## src/rtl/mem_reader.sv

```systemverilog
// -----------------------------------------------------------------------------
// mem_reader
//
// Sweeps every address 0 .. 2^A-1 of a memory with a one-cycle registered read
// port and streams each word, tagged with its address, on a valid/ready
// interface. A 2-entry output FIFO absorbs the read latency and any consumer
// backpressure, so no word is lost or duplicated.
//
// Parameters
//   A            memory address width (sweep length 2^A)
//   S            data word width
//
// Ports
//   clock        rising-edge clock
//   reset        asynchronous active-low reset
//   start        single-cycle sweep request (honoured only while idle)
//   busy         high from the cycle after an accepted start through done
//   done         one-cycle pulse once the last word has left the block
//   mem_address  memory read address
//   mem_data     memory read data, valid one clock after mem_address
//   out_data     streamed word
//   out_index    address the streamed word came from
//   out_valid    stream valid (FIFO not empty)
//   out_ready    stream ready from the consumer
//   out_last     marks the beat whose index is 2^A-1
//
// Build option
//   MEM_READER_SKIP_ZERO_EN  when defined, zero words are dropped at the FIFO
//                            write and never appear on the stream.
// -----------------------------------------------------------------------------
module mem_reader #(
   parameter int A = 9,
   parameter int S = 24
) (
   input  logic         clock,
   input  logic         reset,
   input  logic         start,
   output logic         busy,
   output logic         done,
   output logic [A-1:0] mem_address,
   input  logic [S-1:0] mem_data,
   output logic [S-1:0] out_data,
   output logic [A-1:0] out_index,
   output logic         out_valid,
   input  logic         out_ready,
   output logic         out_last
);

   typedef enum logic [1:0] {IDLE, SCAN, DRAIN} state_t;

   state_t       state, state_nxt;
   logic [A-1:0] issue_cnt;
   logic         issue;
   logic         issue_last;
   logic         rd_vld_p1;
   logic [A-1:0] rd_addr_p1;
   logic         push;
   logic         pop;
   logic [1:0]   occ;
   logic [2:0]   used_slots;
   logic [S-1:0] head_data, tail_data;
   logic [A-1:0] head_index, tail_index;

   assign issue_last = (issue_cnt == {A{1'b1}});
   assign out_valid  = (occ != 2'd0);
   assign pop        = out_valid & out_ready;

   // A slot freed by this cycle's pop can be reused by this cycle's issue;
   // without that credit the stream could not sustain one word per clock.
   assign used_slots = {1'b0, occ} + {2'b00, rd_vld_p1} - {2'b00, pop};

   // State register
   always_ff @(posedge clock or negedge reset) begin
      if (!reset) begin
         state <= IDLE;
      end else begin
         state <= state_nxt;
      end
   end

   // Next-state logic
   always_comb begin
      state_nxt = state;
      case (state)
         IDLE:    if (start) state_nxt = SCAN;
         SCAN:    if (issue && issue_last) state_nxt = DRAIN;
         DRAIN:   if ((occ == 2'd0) && !rd_vld_p1) state_nxt = IDLE;
         default: state_nxt = IDLE;
      endcase
   end

   // Output logic
   always_comb begin
      busy  = (state != IDLE);
      done  = (state == DRAIN) && (occ == 2'd0) && !rd_vld_p1;
      issue = (state == SCAN) && (used_slots < 3'd2);
   end

   // Address stays on the last issued value between issues.
   assign mem_address = issue ? issue_cnt : rd_addr_p1;

   // Stage p0 -> p1: read issued, data returns from memory next cycle
   always_ff @(posedge clock or negedge reset) begin
      if (!reset) begin
         issue_cnt  <= '0;
         rd_vld_p1  <= 1'b0;
         rd_addr_p1 <= '0;
      end else begin
         if (state == IDLE) begin
            rd_vld_p1 <= 1'b0;
            if (start) issue_cnt <= '0;
         end else begin
            rd_vld_p1 <= issue;
            if (issue) begin
               rd_addr_p1 <= issue_cnt;
               // Counter parks on the final address instead of wrapping.
               if (!issue_last) issue_cnt <= issue_cnt + A'(1);
            end
         end
      end
   end

`ifdef MEM_READER_SKIP_ZERO_EN
   assign push = rd_vld_p1 && (mem_data != '0);
`else
   assign push = rd_vld_p1;
`endif

   // Stage p1 -> output FIFO: head entry drives the stream
   always_ff @(posedge clock or negedge reset) begin
      if (!reset) begin
         occ        <= 2'd0;
         head_data  <= '0;
         head_index <= '0;
         tail_data  <= '0;
         tail_index <= '0;
      end else begin
         case ({push, pop})
            2'b10: begin
               if (occ == 2'd0) begin
                  head_data  <= mem_data;
                  head_index <= rd_addr_p1;
               end else begin
                  tail_data  <= mem_data;
                  tail_index <= rd_addr_p1;
               end
               occ <= occ + 2'd1;
            end
            2'b01: begin
               head_data  <= tail_data;
               head_index <= tail_index;
               occ        <= occ - 2'd1;
            end
            2'b11: begin
               if (occ == 2'd1) begin
                  head_data  <= mem_data;
                  head_index <= rd_addr_p1;
               end else begin
                  head_data  <= tail_data;
                  head_index <= tail_index;
                  tail_data  <= mem_data;
                  tail_index <= rd_addr_p1;
               end
            end
            default: begin
            end
         endcase
      end
   end

   assign out_data  = head_data;
   assign out_index = head_index;
   assign out_last  = out_valid && (head_index == {A{1'b1}});

endmodule

```

## config.mk

```make
export PLATFORM = sky130hd
export DESIGN_NAME = mem_reader
export DESIGN_NICKNAME = d
export VERILOG_FILES = /design/src/rtl/mem_reader.sv
export SDC_FILE = /design/constraint.sdc
export NUM_CORES = 1
export LEC_CHECK = 0
export CAP_MARGIN = 20
export CORE_ASPECT_RATIO = 1.2
export CORE_UTILIZATION = 43
export DETAILED_ROUTE_END_ITERATION = 7
export PLACE_DENSITY_LB_ADDON = 0.1
export SLEW_MARGIN = 20
export SYNTH_ARGS = -nofsm -noshare
export SYNTH_HDL_FRONTEND = slang
export SYNTH_SLANG_ARGS = --single-unit
```

## constraint.sdc

```tcl
create_clock -name clock -period 4.31 [get_ports clock]
set_input_delay 0.862 -clock clock [delete_from_list [all_inputs] [get_ports clock]]
set_output_delay 0.862 -clock clock [all_outputs]
set_load 0.02 [all_outputs]
```

==> out/qor.csv <==
metric,value,unit
first-pass iteration count of the detailed router,4,
Area Growth Syn to Fin,26.0,%
pin count of the biggest net entering global routing,71,
initial drt markers,122,
DRT Wirelength,8040,um
total placed cells including tap cells,519,
die width,90.6,um
Setup crit end kind,primary output,
Detail Route Antenna Nets,0,
cell with the most instances after synthesis,dfrtp_1,
total track usage,17.7,%
die footprint,9810,sq um
Synth Area in Compound Gates,7.69,%
vias in the first global route,2733,
Post-Syn Nets,368,
Post-synth ARST share,100,%
ys flop type,dfrtp_1,
Hold WC Path Type,flip-flop to flip-flop,
mux share of post-synthesis cell area,22.7,%
Via Count,2781,
sequential power share,35.1,%
H-tree depth,3,
top post-synthesis cells by count,"dfrtp_1 (89), mux2_2 (51), nand2_1 (44), mux2i_1 (33), o21ai_0 (33)",
CP max FO,3,
final hold viol count,0,
period utilization,97.3,%
Detail Placement HPWL,5060,um
Comb power frac,51.9,%
Clock Path Buffers,2,
clock sink count,89,
Startpoint Class,input pin,
num ports,74,
layout cells sized above 1,23.3,%
"Worst Setup Slack, final",0.117,ns
CTS tree,done,
max cap viols,0,
met2 Track Usage GR,29.4,%
Psw,0.00150,W
Post-Synth XOR/XNOR Area,0.433,%
Root Buffer,clkbuf_8,
CTS Hold Bufs,0,
first-pass GRT wire length,13500,um
YS warnings,0,
Core Box Area,9080,sq um
Critical Path Start,out_ready,
Worst-path clk slew,0.08,ns
Mapped Area,4050,sq um
relative slew slack,40.3,%
"FF+latch count, synth",89,
register area share after synthesis,55.0,%
Setup Skew,0.00685,ns
R2R Path Start,occ[1]$_DFFE_PN0P_,
Clock Power Share,13.0,%
fin. max-slew vios,0,
dpl ws,-0.206,ns
Synth Instances,335,
antenna fix cells,0,
internal power,0.00249,W
Cell Pwr Density,783,nW/um^2
status,finished clean,
"EDFF count, synth",0,
setup violators final,0,
Synth top area share,55.0,%
Sw Ratio,37.6,%
met3 usage,2.81,%
critical path data arrival time,3.33,ns
DRC,0,
total grt overflow,0,
busiest grt layer,met2,
DIE HEIGHT,108,um
leakage,2.35,nW
GP Congestion,0.786,
"Distinct cells, synth",35,
crit path time final,4.19,ns
RSZ-0062 raised after global routing,false,
CP Data Required Time,3.45,ns
site row count,38,
hold_sp,out_data[15]$_DFFE_PN0P_,
grt met1 use,22.2,%
crit path kind,input pin to primary output,
Worst-Skew Late Latency,0.35,ns
nets,452,
Adder-Cell Fraction of Synth Area,1.73,%
drt via density,5.14,
Layout Cells excl Fill,541,
IO Port Bufs,73,
Synth area leader,dfrtp_1,
wire per inst,14.9,um
Synth area leaders,"dfrtp_1 (55%), mux2_2 (14%), mux2i_1 (8.2%), nand2_1 (4.1%), o21ai_0 (4.1%)",
Simple-Gate Fraction of Synth Area,8.37,%
mean area per synthesized cell,12.1,sq um
CTS Buf Count,9,
worst IR drop on VDD,0.576,mV
initial antenna violation count,0,
fmax,0.239,GHz
Least-Margin Pin Slew,0.895,ns
starting density of the core,44.6,%
largest family of logic cells by synthesized area,multiplexers,
-- cells by family (layout without fill, tap and decap cells) --
logic type / count (synthesis) / after routing
buf+inv: 25 / 110
xor+xnor: 2 / 2
flops: 89 / 89
simple gates: 74 / 75
mux: 85 / 85
compound gates: 55 / 55
fa+ha+maj: 5 / 5
-- metrics by stage --
step           area (sq um)  setup TNS, ns  total power [W]  hold WS [ns]  utilization (%)
6_report               5100              0          0.00399         0.481             56.2
5_1_grt                5100              0          0.00426         0.512             56.2
4_1_cts                5090              0          0.00395         0.487             56.0
3_5_place_dp           4870          -1.74          0.00334         0.469             53.7
3_3_place_gp           4870          -1.29          0.00329         0.460             53.7
2_1_floorplan          4050              0          0.00272         0.466                -
-- path summary, 6_finish.rpt --
kind	end	slack (ns)	cells past startpoint
worst max-delay path	mem_address[8]	0.12	10
worst min-delay path	out_data[15]$_DFFE_PN0P_	0.48	2
worst max register to register	rd_addr_p1[0]$_DFFE_PN0N_	1.18	13
worst min register to register	out_data[15]$_DFFE_PN0P_	0.48	2
max in group asynchronous	tail_index[6]$_DFFE_PN0P_	2.86	2
min in group asynchronous	out_data[19]$_DFFE_PN0P_	0.63	1
-- what timing repair did --
action	in CTS	in global routing
cloned	1	0
pin swaps	3	4
gates resized for setup	11	18
endpoints found under the setup margin	9	8
setup buffers	5	3
-- routing by layer --
metal | vias up | wire length, um
met5 | - | 0
met4 | 0 | 156
met3 | 11 | 288
met2 | 69 | 4000
met1 | 1350 | 3590
li1 | 1351 | -
-- cells in the final DEF, fill, tap and decap left out, types with 2 or more instances in the layout --
cell             instances
nand3_1                  8
o31ai_1                  3
clkbuf_2                 7
mux2_2                  51
ha_1                     4
o211ai_1                 3
nand4_1                  3
clkbuf_8                12
buf_4                   19
a41oi_1                  2
dfrtp_1                 88
nor2_1                   7
nand2_1                 44
nand2b_1                 3
a21oi_1                  2
inv_1                    6
o21ai_1                  6
a31oi_1                  3
mux2i_1                 33
clkdlybuf4s50_1         63
o21ai_0                 32
-- area by class of cell --
| cell class | count | area (sq um) |
|---|---|---|
| Timing Repair Buffer | 91 | 827 |
| Multi-Input combinational cell | 222 | 1700 |
| Fill cell | 792 | 3980 |
| Inverter | 6 | 22.5 |
| Tap cell | 120 | 150 |
| Clock buffer | 13 | 169 |
| Sequential cell | 89 | 2230 |
-- worst max-delay path: stages --
cell and delay, ns:
clkdlybuf4s50_1 0.44, nor2b_1 0.16, nor2_1 0.16, o21ai_1 0.10, fa_2 0.43, xnor2_4 0.19, buf_4 0.14, and4b_2 0.26
mux2_4 0.30, clkdlybuf4s15_1 0.28
-- flip-flops by register name, indices dropped and copies added, names as in the netlist --
name and cells:
issue_cnt 9, occ 2, out_data 24, out_index 9
push 1, rd_addr_p1 9, state 2, tail_data 24
tail_index 9
-- power by group through the flow --
stage / logic [W] / registers [W] / clock network [W]
after floorplan: 0.00121 / 0.00151 / 0
after global placement: 0.00189 / 0.00140 / 0
after detailed placement: 0.00192 / 0.00142 / 0
after CTS: 0.00202 / 0.00140 / 0.000536
after global routing: 0.00224 / 0.00146 / 0.000569
final: 0.00207 / 0.00140 / 0.000519
Note: power is estimated with default switching activity, not from simulation.
